<file path="src/rtl/mult_div_unit.sv">
// rtl/mult_div_unit.sv - iterative MULT/MULTU/DIV/DIVU unit producing HI/LO
// Divider datapath is compiled in only when MDU_DIV_EN is defined.
module mult_div_unit #(
  parameter int WIDTH = 32
) (
  input  logic             clk,
  input  logic             rst,
  input  logic             start,
  input  logic [1:0]       op,
  input  logic [WIDTH-1:0] a,
  input  logic [WIDTH-1:0] b,
  input  logic             hiWrite,
  input  logic             loWrite,
  input  logic [WIDTH-1:0] writeData,
  output logic [WIDTH-1:0] hi,
  output logic [WIDTH-1:0] lo,
  output logic             busy,
  output logic             done
);
  localparam int CW = $clog2(WIDTH);
  localparam logic [CW-1:0] LAST = CW'(WIDTH - 1);

  typedef enum logic [1:0] {IDLE, RUN, FIX} state_t;
  state_t state, state_nxt;

  logic               op_div;
  logic               neg_a;
  logic               neg_b;
  logic [WIDTH-1:0]   mcand;
  logic [2*WIDTH-1:0] acc;
  logic [CW-1:0]      cnt;

  logic               a_neg;
  logic               b_neg;
  logic [WIDTH-1:0]   abs_a;
  logic [WIDTH-1:0]   abs_b;
  logic [WIDTH:0]     mul_sum;
  logic [2*WIDTH-1:0] prod_fix;

  assign a_neg    = op[0] & a[WIDTH-1];
  assign b_neg    = op[0] & b[WIDTH-1];
  assign abs_a    = a_neg ? -a : a;
  assign abs_b    = b_neg ? -b : b;
  // Shift-add: upper half accumulates, multiplier drains out of the lower half.
  assign mul_sum  = {1'b0, acc[2*WIDTH-1:WIDTH]} + (acc[0] ? {1'b0, mcand} : '0);
  assign prod_fix = (neg_a ^ neg_b) ? -acc : acc;

`ifdef MDU_DIV_EN
  logic             div_zero;
  logic [WIDTH:0]   div_diff;
  logic [WIDTH-1:0] quot_fix;
  logic [WIDTH-1:0] rem_fix;

  // Restoring step: acc holds {remainder, dividend/quotient}.
  assign div_diff = acc[2*WIDTH-1:WIDTH-1] - {1'b0, mcand};
  assign quot_fix = (neg_a ^ neg_b) ? -acc[WIDTH-1:0] : acc[WIDTH-1:0];
  assign rem_fix  = neg_a ? -acc[2*WIDTH-1:WIDTH] : acc[2*WIDTH-1:WIDTH];
`endif

  always_ff @(posedge clk) begin
    if (rst) state <= IDLE;
    else     state <= state_nxt;
  end

  always_comb begin
    state_nxt = state;
    busy      = 1'b0;
    case (state)
      IDLE: begin
        if (start) begin
          if (op[1]) begin
`ifdef MDU_DIV_EN
            state_nxt = (b == '0) ? FIX : RUN;
`else
            state_nxt = FIX;
`endif
          end else begin
            state_nxt = RUN;
          end
        end
      end
      RUN: begin
        busy = 1'b1;
        if (cnt == LAST) state_nxt = FIX;
      end
      FIX: begin
        busy      = 1'b1;
        state_nxt = IDLE;
      end
      default: state_nxt = IDLE;
    endcase
  end

  always_ff @(posedge clk) begin
    if (rst) begin
      hi     <= '0;
      lo     <= '0;
      done   <= 1'b0;
      op_div <= 1'b0;
      neg_a  <= 1'b0;
      neg_b  <= 1'b0;
      mcand  <= '0;
      acc    <= '0;
      cnt    <= '0;
`ifdef MDU_DIV_EN
      div_zero <= 1'b0;
`endif
    end else begin
      done <= 1'b0;
      case (state)
        IDLE: begin
          if (start) begin
            op_div <= op[1];
            neg_a  <= a_neg;
            neg_b  <= b_neg;
            mcand  <= abs_b;
            acc    <= {{WIDTH{1'b0}}, abs_a};
            cnt    <= '0;
`ifdef MDU_DIV_EN
            div_zero <= op[1] && (b == '0);
            // Divide by zero returns the raw dividend in hi and all ones in lo.
            if (op[1] && (b == '0)) acc <= {a, {WIDTH{1'b1}}};
`endif
          end else begin
            if (hiWrite) hi <= writeData;
            if (loWrite) lo <= writeData;
          end
        end
        RUN: begin
          cnt <= cnt + 1'b1;
`ifdef MDU_DIV_EN
          if (op_div) begin
            if (!div_diff[WIDTH]) acc <= {div_diff[WIDTH-1:0], acc[WIDTH-2:0], 1'b1};
            else                  acc <= {acc[2*WIDTH-2:0], 1'b0};
          end else
`endif
            acc <= {mul_sum, acc[WIDTH-1:1]};
        end
        FIX: begin
          done <= 1'b1;
          if (!op_div) begin
            hi <= prod_fix[2*WIDTH-1:WIDTH];
            lo <= prod_fix[WIDTH-1:0];
          end
`ifdef MDU_DIV_EN
          else if (div_zero) begin
            hi <= acc[2*WIDTH-1:WIDTH];
            lo <= acc[WIDTH-1:0];
          end else begin
            hi <= rem_fix;
            lo <= quot_fix;
          end
`endif
        end
        default: ;
      endcase
    end
  end

endmodule
</file>
<file path="config.mk">
export PLATFORM = sky130hd
export DESIGN_NAME = mult_div_unit
export DESIGN_NICKNAME = d
export VERILOG_FILES = /design/src/rtl/mult_div_unit.sv
export SDC_FILE = /design/constraint.sdc
export NUM_CORES = 1
export LEC_CHECK = 0
export BUFFER_PORTS_ARGS = -buffer_cell sky130_fd_sc_hd__buf_2
export CORE_MARGIN = 2
export CORE_UTILIZATION = 58
export DETAILED_ROUTE_END_ITERATION = 7
export PLACE_DENSITY = 0.81
export SLEW_MARGIN = 20
export SYNTH_ARGS = -nofsm -noshare
export SYNTH_HDL_FRONTEND = slang
export SYNTH_SLANG_ARGS = --single-unit
</file>
<file path="constraint.sdc">
create_clock -name clk -period 4.8 [get_ports clk]
set_clock_uncertainty 0.2 [all_clocks]
set_input_delay 0.72 -clock clk [delete_from_list [all_inputs] [get_ports clk]]
set_output_delay 0.72 -clock clk [all_outputs]
set_load 0.005 [all_outputs]
</file>
==> metrics.csv <==
metric;value;unit
initial_core_util;0.592;
endpoint_kind;flip-flop;
synth_seq_area_share;0.297;
place_ws;1.09;ns
first_pass_iters;6;
syn_to_final_growth;13.8;%
synth_cell_types;80;
gr-total-overflow;0;
ys.flop_type;dfxtp_1;
finalSetupViolations;0;
ant_nets;0;
ios;169;
crit_start;acc[0];
dieHeight;145;um
dp_hpwl;26.1;mm
finalPower;4.45;mW
postCtsHoldBufs;0;
cp-start-kind;flip-flop;
routed_via_density;6.19;
clkTransAtPathRegs;0.07;ns
powerDensity;339;nW/um^2
maxSlewViolCount;0;
std_cell_rows;51;
io_buffers;168;
nNetsFinal;1781;
whs;0.256;ns
postCtsResizedCells;0;
worst-path-max-fanout;31;
ys_ff_latch;171;
async_flop_share;0;
synth.most_common_cell;nor2_1;
drc;0;
cts_root_buffer;clkbuf_16;
synth_edf_count;0;
yosys-top-cells-area;dfxtp_1, nor2_1, a21oi_1;
holdCritStartpoint;lo[29];
die_area;21000;um^2
setup_tns;0;ns
synth_common_cells;nor2_1, dfxtp_1, nand2_1, a21oi_1, o21ai_0;
clk_path_buf_depth;2;
antenna_found_initial;0;
use_met2;0.458;
drt_iter0_markers;1483;
netlist.top_cell.by_area;dfxtp_1;
syn_area;11500;um^2
rsz0062_at_grt;no;
gp_congestion;1.02;
cts_tree;done;
syn_nets;1670;
core-area;19500;um^2
postCtsSetupBuffers;0;
yosys_warnings;0;
grt_pass1_wl;55.2;mm
use_met1;0.486;
cap_violations;0;
max_freq;260;MHz
grt_max_degree;94;
worst_ep_required_time;4.99;ns
critPathKind;reg -> reg;
vias;11900;
r2r_start;acc[0];
clock_latency;0.44;ns
clock_sinks;171;
synthCells;1526;
hold_path_class;reg -> reg;
htree_levels;4;
yosysTopAreaCellShare;0.297;
min_period;3.84;ns
worst_slew_pin_slew;1.02;ns
cts_buffers;17;
routedWlPerCell;18.1;um
hold_viol;0;
grt_pass1_vias;10400;
wirelength;34.7;mm
grt_util_all_layers;0.320;
final_core_util;0.673;
p_leak;5.31;nW
critPathArrivalTime;4.03;ns
grtUsageMet3;0.0450;
status;complete, no violations;
drive_above_1_share;0.156;
relSlewSlack;0.322;
syn_area_per_cell;7.55;um^2
setup_ws;0.961;ns
chipWidth;145;um
vdd_drop_max;0.226;mV
busiest_layer;met1;
post-route-period-util;0.800;
## sequential cells by signal, summed over array words and instances (netlist names)
signal  flops
op_div      1
done        1
hi         32
neg_a       1
lo         32
neg_b       1
state       2
acc        64
mcand      32
cnt         5
## metrics by stage
step / area (um^2) / cells
detailed placement: 12500 / 1883
global route: 13100 / 1915
CTS: 13100 / 1915
finish: 13100 / 1916
global placement: 12500 / 1883
floorplan: 11500 / 1526
## worst paths after layout
check	end	slack [ns]	depth (start not counted)
hold reg to reg	lo[29]	0.26	2
setup reg to reg	acc[63]	0.96	11
setup / recovery	acc[63]	0.96	11
hold / removal	lo[29]	0.26	2
## worst max-delay path, stage by stage (launching register included)
cell and delay, ns:
dfxtp_1 0.51, buf_4 0.30, nand2_1 0.14, fa_1 0.45, nor2b_1 0.17, o2111ai_1 0.15, a21boi_0 0.39, o211ai_1 0.20
a211oi_1 0.58, o2111ai_1 0.23, a211oi_1 0.30, o41a_1 0.16
## layer usage
| layer | routed length, um | vias to the layer above |
|---|---|---|
| met4 | 1040 | 0 |
| met1 | 15900 | 5421 |
| li1 | - | 5742 |
| met3 | 3260 | 63 |
| met2 | 14600 | 637 |
| met5 | 0 | - |
## where the power goes
| group | leakage [nW] | switching (mW) | internal [mW] | total [mW] |
|---|---|---|---|---|
| Sequential | 1.40 | 0.143 | 1.58 | 1.72 |
| Combinational | 3.60 | 0.782 | 0.481 | 1.26 |
| Clock | 0.307 | 0.600 | 0.865 | 1.46 |
## logic make-up (layout without fill, tap and decap cells)
| group | after synthesis | count (layout) | synth area share |
|---|---|---|---|
| DFF | 171 | 171 | 0.297 |
| other | 0 | 1 | 0 |
| xor gates and xnor gates | 134 | 134 | 0.102 |
| adders and majority gates | 41 | 41 | 0.0452 |
| and+or+nand+nor | 582 | 582 | 0.243 |
| muxes | 14 | 14 | 0.0123 |
| buffers and inverters | 121 | 245 | 0.0414 |
| AOI/OAI and AO/OA | 463 | 463 | 0.259 |
## cell usage in the layout, fill, tap and decap left out, drive strengths merged, types with 18 or more instances in the layout
| master | count |
|---|---|
| ha | 40 |
| o21ai | 104 |
| nor3 | 45 |
| clkbuf | 20 |
| nand3 | 21 |
| buf | 186 |
| nor2 | 198 |
| a21oi | 142 |
| nand2 | 164 |
| xnor2 | 79 |
| xor2 | 55 |
| and2 | 41 |
| a211oi | 61 |
| nor4 | 22 |
| a31oi | 18 |
| dfxtp | 171 |
| inv | 29 |
## layout make-up
type | count | area, um^2
diodes | 1 | 2.50
fillers | 1691 | 6350
clock buffers | 20 | 467
inverters | 27 | 101
multi-input cells | 1234 | 7640
well taps | 265 | 332
repair buffers | 186 | 978
clock inverters | 12 | 160
flip-flops and latches | 171 | 3420
(Power assumes the default switching activity.)
